<file path="src/rtl/branch_predictor.sv">
// Dynamic branch predictor: direct-mapped BTB plus a PHT of saturating counters, with lookup/mispredict stats.
// Optional gshare PHT indexing is enabled by defining BRANCH_PREDICTOR_GSHARE_EN.
module branch_predictor #(
    parameter int ENTRIES  = 16,
    parameter int CTR_BITS = 2,
    parameter int TAG_BITS = 8,
    parameter int GHR_BITS = 4
) (
    input  logic                clk,
    input  logic                reset,
    input  logic                f_valid,
    input  logic [31:0]         f_pc,
    output logic                pred_hit,
    output logic                pred_taken,
    output logic [31:0]         pred_target,
    output logic [GHR_BITS-1:0] pred_ghr,
    input  logic                u_valid,
    input  logic [31:0]         u_pc,
    input  logic                u_is_branch,
    input  logic                u_is_jump,
    input  logic                u_taken,
    input  logic [31:0]         u_target,
    input  logic [GHR_BITS-1:0] u_ghr,
    input  logic                u_mispred,
    output logic [15:0]         lookup_cnt,
    output logic [15:0]         mispred_cnt
);

    localparam int IDX = $clog2(ENTRIES);
    localparam logic [CTR_BITS-1:0] CTR_MAX  = '1;
    localparam logic [CTR_BITS-1:0] CTR_INIT = CTR_BITS'((2 ** (CTR_BITS - 1)) - 1);

    function automatic logic [IDX-1:0] pc_idx(input logic [31:0] pc);
        return pc[IDX+1:2];
    endfunction

    function automatic logic [TAG_BITS-1:0] pc_tag(input logic [31:0] pc);
        return pc[IDX+TAG_BITS+1:IDX+2];
    endfunction

    function automatic logic [CTR_BITS-1:0] ctr_next(input logic [CTR_BITS-1:0] c,
                                                      input logic up);
        if (up)
            return (c == CTR_MAX) ? c : c + 1'b1;
        else
            return (c == '0) ? c : c - 1'b1;
    endfunction

    function automatic logic [15:0] stat_next(input logic [15:0] c);
        return (c == 16'hFFFF) ? c : c + 16'd1;
    endfunction

    logic [ENTRIES-1:0]  btb_valid;
    logic [TAG_BITS-1:0] btb_tag    [ENTRIES];
    logic [31:0]         btb_target [ENTRIES];
    logic                btb_jump   [ENTRIES];
    logic [CTR_BITS-1:0] pht        [ENTRIES];

    logic [IDX-1:0]      f_idx;
    logic [TAG_BITS-1:0] f_tag;
    logic [IDX-1:0]      f_pidx;
    logic [IDX-1:0]      u_idx;
    logic [TAG_BITS-1:0] u_tag;
    logic [IDX-1:0]      u_pidx;
    logic                u_br;
    logic                u_wr;
    logic                hit_raw;
    logic                unused_bits;

    assign f_idx = pc_idx(f_pc);
    assign f_tag = pc_tag(f_pc);
    assign u_idx = pc_idx(u_pc);
    assign u_tag = pc_tag(u_pc);

    // A jump flagged together with a branch is treated purely as a jump: no PHT or history change.
    assign u_br = u_valid & u_is_branch & ~u_is_jump;
    assign u_wr = u_valid & (u_is_branch | u_is_jump) & u_taken;

    assign unused_bits = ^{f_pc, u_pc, u_ghr};

`ifdef BRANCH_PREDICTOR_GSHARE_EN
    logic [GHR_BITS-1:0] ghr;

    function automatic logic [IDX-1:0] hist_idx(input logic [GHR_BITS-1:0] g);
        logic [IDX+GHR_BITS-1:0] ext;
        ext = {{IDX{1'b0}}, g};
        return ext[IDX-1:0];
    endfunction

    assign f_pidx   = f_idx ^ hist_idx(ghr);
    assign u_pidx   = u_idx ^ hist_idx(u_ghr);
    assign pred_ghr = ghr;

    always_ff @(posedge clk or posedge reset) begin
        if (reset)
            ghr <= '0;
        else if (u_br)
            ghr <= GHR_BITS'({ghr, u_taken});
    end
`else
    assign f_pidx   = f_idx;
    assign u_pidx   = u_idx;
    assign pred_ghr = '0;
`endif

    // Lookup reads only registered state, so a same-cycle update is not bypassed.
    assign hit_raw     = btb_valid[f_idx] && (btb_tag[f_idx] == f_tag);
    assign pred_hit    = ~reset & hit_raw;
    assign pred_taken  = pred_hit & (btb_jump[f_idx] | pht[f_pidx][CTR_BITS-1]);
    assign pred_target = pred_taken ? btb_target[f_idx] : f_pc + 32'd4;

    always_ff @(posedge clk or posedge reset) begin
        if (reset) begin
            btb_valid <= '0;
            for (int i = 0; i < ENTRIES; i++)
                pht[i] <= CTR_INIT;
        end else begin
            if (u_wr)
                btb_valid[u_idx] <= 1'b1;
            if (u_br)
                pht[u_pidx] <= ctr_next(pht[u_pidx], u_taken);
        end
    end

    // Entry payload carries no reset; it is only ever read behind btb_valid.
    always_ff @(posedge clk) begin
        if (u_wr && !reset) begin
            btb_tag[u_idx]    <= u_tag;
            btb_target[u_idx] <= u_target;
            btb_jump[u_idx]   <= u_is_jump;
        end
    end

    always_ff @(posedge clk or posedge reset) begin
        if (reset) begin
            lookup_cnt  <= '0;
            mispred_cnt <= '0;
        end else begin
            if (f_valid)
                lookup_cnt <= stat_next(lookup_cnt);
            if (u_valid && u_mispred)
                mispred_cnt <= stat_next(mispred_cnt);
        end
    end

endmodule

</file>
<file path="config.mk">
export PLATFORM = sky130hd
export DESIGN_NAME = branch_predictor
export DESIGN_NICKNAME = d
export VERILOG_FILES = /design/src/rtl/branch_predictor.sv
export SDC_FILE = /design/constraint.sdc
export NUM_CORES = 1
export LEC_CHECK = 0
export BUFFER_PORTS_ARGS = -buffer_cell sky130_fd_sc_hd__buf_2
export CORE_ASPECT_RATIO = 1.75
export CORE_UTILIZATION = 55
export CTS_CLUSTER_DIAMETER = 80
export DETAILED_ROUTE_END_ITERATION = 7
export PLACE_DENSITY_LB_ADDON = 0.3
export SYNTH_ARGS = -nofsm -noshare
export SYNTH_HDL_FRONTEND = slang
export SYNTH_SLANG_ARGS = --single-unit
</file>
<file path="constraint.sdc">
create_clock -name clk -period 4.7 [get_ports clk]
set_input_delay 0.705 -clock clk [delete_from_list [all_inputs] [get_ports clk]]
set_output_delay 0.705 -clock clk [all_outputs]
set_load 0.005 [all_outputs]
</file>
After elaboration in Yosys (flattened, before gate mapping)
Memory sizes are Yosys's and may differ from the RTL's.
Index checks and enable logic that the tools add are counted.

word-level totals
  bits in registers = 80
  memory bits (writable) = 656
  output and inout port bits = 70
  logic and storage cells = 81
  memories = 3

operators by class
  add/sub/neg operators = 5
  order comparisons = 6
  equal/unequal tests = 4
  mux-type cells = 20
  bitwise operators = 15
  reduce and logical (&&, ||, !) cells = 9

memories
  name        depth  width  read ports  clocked after memory_dff  write ports  line  source
  btb_target  16     32     1           0                         1            55    logic [31:0] btb_target [ENTRIES];
  btb_tag     16     8      1           0                         1            54    logic [TAG_BITS-1:0] btb_tag [ENTRIES];
  btb_jump    16     1      1           0                         1            56    logic btb_jump [ENTRIES];

operators by type and width
  cell                     number
  $add A16 B1 Y16 const B  2
  $add A32 B3 Y32 const B  1
  $bwmux W32               1
  $eq A16 B16 Y1 const B   2
  $mux W32                 1
  $mux W2                  9
  $bmux W2 S4              2
  $or A16 B16 Y16          1
  $ge A5 B5 Y1 const B     2
  $lt A4 B5 Y1 const B     2
  $not A4 Y5               2
  $demux W2 S4             1
  $eq A8 B8 Y1             1
  $and A1 B1 Y1            6
  $logic_and A1 B1 Y1      5
  $lt A5 B1 Y1 const B     1
  $bmux W1 S4              1
  $demux W1 S4             1
  $ge A4 B1 Y1 const B     1
  $mux W1                  4
  $not A1 Y1               4
  $reduce_and A2 Y1        2
  $add A2 B1 Y2 const B    1
  $eq A2 B2 Y1 const B     1
  other kinds (4)          5

Depth between registers and ports, before layout
Gate-level depths: netlist of run 1.

  depth in word-level cells = 9
  gate-level depth with buffers = 11
  gate-level depth less buffers = 8

Least setup slack after synthesis of run 1
No wires, ideal clock.

  kind = input-to-output
  from = input port reset
  to = output port pred_target[10]
  data arrival time = 3,706 ps
  data required time = 3,995 ps
  setup slack = 289 ps
  cell stages on the path = 7
  buffers on the path = 1
  path through = inv_1 o31a_1 nand3_1 a211oi_2 o2111a_4 buf_12 mux2_4

between the ends
  word-level cells in the longest chain between the ends = 4

RTL lines
  item             line  source
  start, declared  10    input logic reset,
  $not A1 Y1       108   assign pred_hit = ~reset & hit_raw;
  $and A1 B1 Y1    108
  $and A1 B1 Y1    109   assign pred_taken = pred_hit & (btb_jump[f_idx] | pht[f_pidx][CTR_BITS-1]);
  $mux W32         110   assign pred_target = pred_taken ? btb_target[f_idx] : f_pc + 32'd4;
  end, declared    15    output logic [31:0] pred_target,

Every way passes these cells.

Worst setup path after layout of run 1
  from = input port f_pc[4]
  to = output port pred_target[29]

between the ends
  word-level cells in the longest chain between the ends = 7
  elaborated cells on any way between the ends = 16

RTL lines
  item                                                                    line  source
  start, declared                                                         12    input logic [31:0] f_pc,
  parallel branches: the longest is 6 deep, another holds $mem_v2 Z16 W8  -
  $mux W32 *                                                              110

Mark *: on every way between the ends. The select of a mux whose other input is x is not followed.

==> results_dict.tcl, run 1 <==
set metrics [dict create \
    intPower_mw 10.29 \
    synth_area_leaders "edfxtp_1, mux4_2, dfrtp_1" \
    die_y_microns 310.4 \
    ys_seq_elements 736 \
    hold_path_class "in -> async" \
    regToRegSetupSlack_ps 2280 \
    ys.flop_type "edfxtp_1" \
    grt_pass1_wl_mm 97.10 \
    synth_area_sq_um 29880 \
    period_share_pct 94.24 \
    dieArea_sq_um 55310 \
    setup_total_negative_slack_ps 0 \
    rows 112 \
    drt_first_pass_iters 5 \
    dr_total_vias 14790 \
    synth_top_cell_by_area "edfxtp_1" \
    synth-async-reset-ratio_pct 10.87 \
    cts_hold_buf 0 \
    required_ps 3990 \
    worst_path_dominant_cell_family "simple AND/OR/NAND/NOR gates" \
    synth_edf_count 656 \
    tritoncts "yes" \
    p_switching_mw 2.835 \
    cts_setup_buffers 0 \
    p_comb_share_pct 7.0 \
    antenna_found_initial 6 \
    synth_cell_types 55 \
    htreeDepth 2 \
    grt_max_degree 91 \
    track_usage_pct 24.53 \
    numCtsBuffers 60 \
    dp_hpwl_mm 37.96 \
    final_util_pct 62.54 \
    syn_area_per_cell_sq_um 20.51 \
    maxCapViolCount 0 \
    io_buffers 149 \
    initial_utilization_pct 55.83 \
    start_kind "input pin" \
    drv_slew 0 \
    setup_viol 0 \
    arrival_ps 3720 \
    reg2reg_to "mispred_cnt[11]" \
    drt-initial-drc-count 1259 \
    cts.clk_slew.worst_paths_ps 60 \
    cts-resized-gates 0 \
    worstSetupPathType "in -> out" \
    status "completed" \
    totalWireLength_mm 65.41 \
    clock_latency_ps 600 \
    fp.coreArea_sq_um 53530 \
    wl_per_cell_microns 27.53 \
    cellLeakagePower_nw 11.32 \
    path_buf_inv 3 \
    ios 178 \
    cellPowerDensity_nw_per_um2 392.1 \
    grt_pass1_vias 15480 \
    slowest_delay_ps 500 \
    gp_congestion 0.8237 \
    seqPwrFrac_pct 56.3 \
    crit_fanout 36 \
    drtAntennaViolNets 0 \
    ff2ff_path_depth 7 \
    clock-sinks 736 \
    ys_seq_area_share_pct 72.68 \
    clk_path_buf_depth 3 \
    cp.depth 10 \
    cts_root_buf "clkbuf_16" \
    netSwitchingFraction_pct 21.60 \
    hold_violations 0 \
    path_cells "buf_4, and4_1, nand3_1, nor4_1, buf_4, nor2b_1, nand3_1, xnor2_1, mux2_4, buf_2" \
    finalClockSkew_ps 7.930 \
    die_w_microns 178.2 \
    maxSlewHeadroom_pct 33.78 \
    final_nets 1749 \
    yosysTopAreaCellShare_pct 65.92 \
    fill_cells 3660 \
    critPathSlowestCell "buf_4" \
    r2r_start "mispred_cnt[4]" \
    vias_per_cell 6.224 \
    rsz0062_at_grt "no" \
    drc 0 \
    drive_above_1_share_pct 34.44 \
    ir_drop_mv 0.3324 \
    endpoint_kind "output pin" \
    areaGrowthSynthToFinish_pct 12.02 \
    grt_overflow 0 \
    ys_warn_count 0 \
    fin_crit_ps 4429 \
    pwr-share-clk_pct 36.7 \
    fmax_mhz 225.8 \
    tightest_slew_ps 993.2 \
    netlist_instances 1457 \
]
==> final cells by class <==
type | instances | area (sq um) | share of cell area, %
Sequential cell | 736 | 21720 | 64.88
Multi-Input combinational cell | 632 | 7795 | 23.28
Clock buffer | 75 | 1558 | 4.653
Timing Repair Buffer | 191 | 1167 | 3.487
Tap cell | 684 | 855.8 | 2.556
Clock inverter | 39 | 310.3 | 0.9269
Inverter | 17 | 65.06 | 0.1943
Antenna cell | 2 | 5.005 | 0.01495
==> power by group through the flow <==
stage                     Combinational (mW)  Clock (mW)  Sequential (mW)
after floorplan                        0.581           0             7.51
after global placement                 0.898           0             7.52
after detailed placement               0.932           0             7.53
after CTS                              0.936        4.89             7.39
after global routing                    1.00        5.12             7.40
final                                  0.921        4.82             7.39
==> cells by family (layout without fill, tap and decap cells) <==
group | count (synthesis) | in the layout | synth area share (%)
flops | 736 | 736 | 72.68
mux | 299 | 299 | 18.80
simple gates | 203 | 203 | 3.299
buf+inv | 92 | 322 | 1.675
xor+xnor | 69 | 69 | 2.022
compound gates | 52 | 52 | 1.310
fa+ha+maj | 5 | 5 | 0.1968
other cells | 1 | 6 | 0.01255
==> per-stage QoR <==
step | instance area, sq um | std cells | power, mW | setup slack (ps) | hold slack (ps)
4_1_cts | 33470 | 2374 | 13.21 | 321.0 | 427.2
2_1_floorplan | 29900 | 1460 | 8.089 | 289.1 | 422.6
3_3_place_gp | 31600 | 2260 | 8.413 | 370.1 | 434.5
5_1_grt | 33470 | 2375 | 13.53 | 183.2 | 446.0
6_report | 33480 | 2376 | 13.13 | 270.9 | 440.3
3_5_place_dp | 31600 | 2260 | 8.458 | 348.5 | 443.8
==> worst reg2reg max path, delay by kind of cell, from the launching register on <==
kind | cells | cell delay, ps
and+or+nand+nor | 5 | 1490
xor gates and xnor gates | 1 | 130
DFF | 1 | 440
AOI/OAI and AO/OA | 1 | 270
==> Yosys cell counts, drive strengths merged, types with 9 or more instances <==
cell type	number
nand2	39
mux2i	33
buf	42
mux2	72
dfrtp	64
nor2b	11
nand3	24
xnor2	42
a21o	10
inv	16
xor2	27
dfstp	16
nor2	66
mux4	194
clkbuf	33
nand4	14
edfxtp	656
nor3	18
a21oi	9
==> worst max-delay path by stage <==
stage | from | to | slack, ps
3_5_place_dp | f_pc[4] | pred_target[31] | 350
6_report | f_pc[4] | pred_target[29] | 270
2_1_floorplan | reset | pred_target[10] | 290
3_3_place_gp | f_pc[4] | pred_target[29] | 370
5_1_grt | f_pc[4] | pred_target[29] | 180
4_1_cts | f_pc[4] | pred_target[31] | 320
==> layer usage <==
metal	part of all wire [%]	global-route usage, %
met1	39	32.29
met2	51	41.27
met3	6.6	3.910
met4	3.6	9.342
met5	0.072	0
==> cell usage in the layout, fill, tap and decap left out, types with 16 or more instances in the layout <==
cell	instances
nand2_1	39
nor2_4	16
edfxtp_1	656
nor2_1	50
dfrtp_1	64
buf_2	146
clkbuf_16	60
xor2_1	27
nand3_1	24
dfstp_2	16
mux2i_1	33
xnor2_1	42
nor3_1	18
mux2_4	29
buf_4	36
mux4_2	194
clkinv_1	17
mux2_2	43
==> state kept, by name (all words and copies together) (netlist names) <==
name,cells
btb_jump,16
btb_tag,128
btb_target,512
btb_valid,16
lookup_cnt,16
mispred_cnt,16
pht,32
No activity file was read; power rests on OpenSTA's default activity.
==> run 2, diff against run 1 <==
--- a/config.mk
+++ b/config.mk
@@ -5,9 +5,10 @@
 export SDC_FILE = /design/constraint.sdc
 export NUM_CORES = 1
 export LEC_CHECK = 0
+export ABC_CLOCK_PERIOD_IN_PS = 4700
 export BUFFER_PORTS_ARGS = -buffer_cell sky130_fd_sc_hd__buf_2
 export CORE_ASPECT_RATIO = 1.75
-export CORE_UTILIZATION = 55
+export CORE_UTILIZATION = 56
 export CTS_CLUSTER_DIAMETER = 80
 export DETAILED_ROUTE_END_ITERATION = 7
 export PLACE_DENSITY_LB_ADDON = 0.3
==> results_dict.tcl, run 2 (synthesized netlist as in run 1, its figures left out) <==
set metrics [dict create \
    status "completed" \
    htreeDepth 2 \
    tritoncts "yes" \
    wl_per_cell_microns 28.33 \
    numCtsBuffers 61 \
    clock-sinks 736 \
    drt-initial-drc-count 1358 \
    maxSlewHeadroom_pct 33.70 \
    clock_latency_ps 600 \
    io_buffers 149 \
    dp_hpwl_mm 37.48 \
    hold_violations 0 \
    tightest_slew_ps 994.4 \
    cts_setup_buffers 0 \
    start_kind "input pin" \
    grt_pass1_wl_mm 98.38 \
    totalWireLength_mm 67.00 \
    fin_crit_ps 4438 \
    hold_path_class "in -> async" \
    mostFrequentLayoutCells "edfxtp_1, mux4_2, buf_2" \
    track_usage_pct 25.25 \
    period_share_pct 94.43 \
    cts-resized-gates 0 \
    drt_first_pass_iters 5 \
    p_switching_mw 2.890 \
    grt_max_degree 81 \
    grtUsageMet3_pct 3.432 \
    grt_pass1_vias 15450 \
    grt_use_met2_pct 44.26 \
    finalClockSkew_ps 7.804 \
    ir_drop_mv 0.3574 \
    cts.clk_slew.worst_paths_ps 60 \
    ios 178 \
    pwr-share-clk_pct 40.3 \
    clk_path_buf_depth 3 \
    final_nets 1745 \
    regMostFlops "btb_target" \
    die_w_microns 176.6 \
    netSwitchingFraction_pct 20.75 \
    arrival_ps 3730 \
    rsz0062_at_grt "no" \
    drive_above_1_share_pct 35.27 \
    cellPowerDensity_nw_per_um2 411.0 \
    multi_input_area_sq_um 7795 \
    cts_hold_buf 0 \
    dr_total_vias 14810 \
    post_dp_cell_area_sq_um 31650 \
    crit_fanout 38 \
    vias_per_cell 6.264 \
    final_common_cell "edfxtp_1" \
    setup_total_negative_slack_ps 0 \
    drc 0 \
    drtAntennaViolNets 0 \
    initial_utilization_pct 56.93 \
    worstSetupPathType "in -> out" \
    fill_cells 3462 \
    design_area_sq_um 33890 \
    drv_slew 0 \
    p_total_mw 13.93 \
    maxCapViolCount 0 \
    die_y_microns 307.6 \
    cts_root_buf "clkbuf_16" \
    intPower_mw 11.04 \
    largest_reg_flops 512 \
    endpoint_kind "output pin" \
    top_regs "btb_target: 512 flops, btb_tag: 128 flops, pht: 32 flops" \
    grt_overflow 0 \
    setup_viol 0 \
    grt.busiest_layer "met2" \
    gp_congestion 0.8649 \
    rows 111 \
    areaGrowthSynthToFinish_pct 13.40 \
    regArea_sq_um 21720 \
    grt_use_met1_pct 32.29 \
    fmax_mhz 225.3 \
    required_ps 3990 \
    fp.coreArea_sq_um 52500 \
    dieArea_sq_um 54330 \
    p_comb_share_pct 6.6 \
    antenna_found_initial 4 \
    cellLeakagePower_nw 11.48 \
    seqPwrFrac_pct 53.0 \
]
[run 2: power by group through the flow]
stage	logic [mW]	clock network [mW]	registers [mW]
after floorplan	0.581	0	7.51
after global placement	0.906	0	7.51
after detailed placement	0.929	0	7.53
after CTS	0.937	5.67	7.39
after global routing	1.00	5.88	7.40
final	0.925	5.61	7.39
[run 2: area by class of cell]
class	instances	area share, %
clock buffers	69	4.718
well taps	678	2.503
multi-input cells	632	23.00
diodes	3	0.02215
flip-flops and latches	736	64.09
clock inverters	44	1.879
repair buffers	186	3.592
inverters	17	0.1920
[run 2: worst max-delay path: stages]
cell and delay [ps]:
buf_4 410, buf_12 330, mux4_2 360, mux2i_1 250, mux2i_1 200, xor2_1 200, nor2_1 160, o2111a_4 220
buf_12 280, mux2_2 370, buf_2 130
[run 2: path summary, 6_finish.rpt]
| kind | start | end | slack (ps) | depth (start not counted) |
|---|---|---|---|---|
| min in group clk | u_target[1] | btb_target[12][1] | 460 | 1 |
| hold reg to reg | btb_valid[5] | btb_valid[5] | 460 | 1 |
| max in group asynchronous | reset | lookup_cnt[2] | 3600 | 3 |
| hold / removal | reset | btb_valid[1] | 420 | 3 |
| setup reg to reg | pht[1] | pht[18] | 2260 | 4 |
| setup / recovery | f_pc[4] | pred_target[31] | 260 | 11 |
[run 2: per-stage QoR]
stage          cells  hold WS [ps]  setup slack (ps)  util, %
6_report        2365         422.0             262.0    64.55
5_1_grt         2362         458.8             171.0    64.54
4_1_cts         2362         433.1             251.8    64.54
3_5_place_dp    2249         443.6             260.9    60.28
3_3_place_gp    2249         433.4             285.5    60.28
2_1_floorplan   1460         422.6             289.1        -
[run 2: metal layers]
layer	wire length, microns	part of all wire, %
met5	43	0.064
met4	2073	3.1
met3	4348	6.5
met2	35510	53
met1	25030	37
==> run 3, diff against run 2 <==
--- a/config.mk
+++ b/config.mk
@@ -6,8 +6,8 @@
 export NUM_CORES = 1
 export LEC_CHECK = 0
 export ABC_CLOCK_PERIOD_IN_PS = 4700
-export BUFFER_PORTS_ARGS = -buffer_cell sky130_fd_sc_hd__buf_2
-export CORE_ASPECT_RATIO = 1.75
+export BUFFER_PORTS_ARGS = -buffer_cell sky130_fd_sc_hd__buf_4
+export CORE_ASPECT_RATIO = 1.1
 export CORE_UTILIZATION = 56
 export CTS_CLUSTER_DIAMETER = 80
 export DETAILED_ROUTE_END_ITERATION = 7
==> results_dict.tcl, run 3 (synthesized netlist as in run 1, its figures left out) <==
set metrics [dict create \
    status "completed" \
    largest_reg_flops 512 \
    hold_path_class "in -> reg" \
    grt_max_degree 83 \
    ir_drop_mv 0.2300 \
    dr_total_vias 14940 \
    worst_path_dominant_cell_family "buffers and inverters" \
    track_usage_pct 24.97 \
    clk_path_buf_depth 3 \
    cts_root_buf "clkbuf_16" \
    cts_hold_buf 0 \
    top_regs "btb_target: 512 flops, btb_tag: 128 flops, pht: 32 flops" \
    dieArea_sq_um 54290 \
    cts.clk_slew.worst_paths_ps 60 \
    vias_per_cell 6.279 \
    fp.coreArea_sq_um 52630 \
    critPathSlowestCell "buf_4" \
    crit_fanout 33 \
    hold_violations 0 \
    cellLeakagePower_nw 11.60 \
    clock_latency_ps 610 \
    rsz0062_at_grt "no" \
    fin_crit_ps 4393 \
    setup_viol 0 \
    crit_path_frequent_cell "buf_4" \
    clock-sinks 736 \
    fin_ws_ps 307.1 \
    maxSlewHeadroom_pct 32.89 \
    drv_slew 0 \
    final_common_cell "edfxtp_1" \
    io_buffers 149 \
    htreeDepth 3 \
    drt_first_pass_iters 5 \
    fill_cells 3382 \
    drtAntennaViolNets 0 \
    cts-resized-gates 0 \
    start_kind "input pin" \
    grt_overflow 0 \
    antenna_found_initial 4 \
    arrival_ps 3690 \
    final_util_pct 64.99 \
    die_y_microns 244.3 \
    drive_above_1_share_pct 35.17 \
    endpoint_kind "output pin" \
    drc 0 \
    required_ps 3990 \
    period_share_pct 93.47 \
    cellPowerDensity_nw_per_um2 405.6 \
    dp_hpwl_mm 36.77 \
    path_buf_inv 4 \
    whs_ps 383.4 \
    pre_cts_slack_ps 333.1 \
    worstSetupPathType "in -> out" \
    setup_total_negative_slack_ps 0 \
    path_cells "buf_4, buf_4, mux4_2, mux2i_1, xnor2_1, nand2_1, a21boi_1, o2111a_4, buf_12, mux2_4, buf_4" \
    die_w_microns 222.3 \
    tightest_slew_ps 1007 \
    p_total_mw 13.87 \
    slowest_delay_ps 440 \
    regMostFlops "btb_target" \
    initial_utilization_pct 56.78 \
    numCtsBuffers 72 \
    rows 88 \
    totalWireLength_mm 65.93 \
    finalClockSkew_ps 9.370 \
    wl_per_cell_microns 27.70 \
    gp_congestion 0.8038 \
    grt_pass1_wl_mm 98.55 \
    grt_pass1_vias 15530 \
    mostFrequentLayoutCells "edfxtp_1, mux4_2, buf_4" \
    tritoncts "yes" \
    fmax_mhz 227.6 \
    maxCapViolCount 0 \
    cts_setup_buffers 0 \
    areaGrowthSynthToFinish_pct 14.46 \
    ios 178 \
    drt-initial-drc-count 1781 \
    final_nets 1756 \
]
[run 3: final timing paths]
kind,startpoint,endpoint,slack [ps],cells past startpoint
max,f_pc[4],pred_target[16],310,11
min,u_target[6],btb_target[13][6],380,1
max reg2reg,pht[31],pht[6],2280,4
min reg2reg,btb_valid[9],btb_valid[9],460,1
max in group asynchronous,reset,lookup_cnt[5],3600,3
min in group asynchronous,reset,btb_valid[7],450,3
[run 3: through the flow]
step                cell area (sq um)  std cells
detailed placement              31960       2246
finish                          34210       2380
floorplan                       29900       1460
CTS                             34200       2378
global route                    34200       2379
global placement                31960       2246
[run 3: final cells by class]
| cell class | instances | area [sq um] | area share (%) |
|---|---|---|---|
| antenna | 2 | 5.005 | 0.01463 |
| clock inverter | 44 | 360.3 | 1.053 |
| inverter | 17 | 66.31 | 0.1939 |
| timing repair buffer | 186 | 1533 | 4.481 |
| tap | 675 | 844.6 | 2.469 |
| clock buffer | 88 | 1882 | 5.501 |
| sequential | 736 | 21720 | 63.50 |
| multi-input combinational | 632 | 7795 | 22.79 |
[run 3: routing by layer]
layer	routed length, microns	GRT usage (%)	share of wire (%)	vias up
li1	-	-	-	6319
met1	26460	33.87	40	7938
met2	33420	41.28	51	576
met3	4378	4.241	6.6	104
met4	1644	8.967	2.5	6
met5	34	0	0.052	-
[run 3: where the power goes]
group          switching (mW)  internal, mW  total [mW]
clock                    2.41          3.09        5.51
sequential              0.119          7.28        7.40
combinational           0.479         0.492       0.971
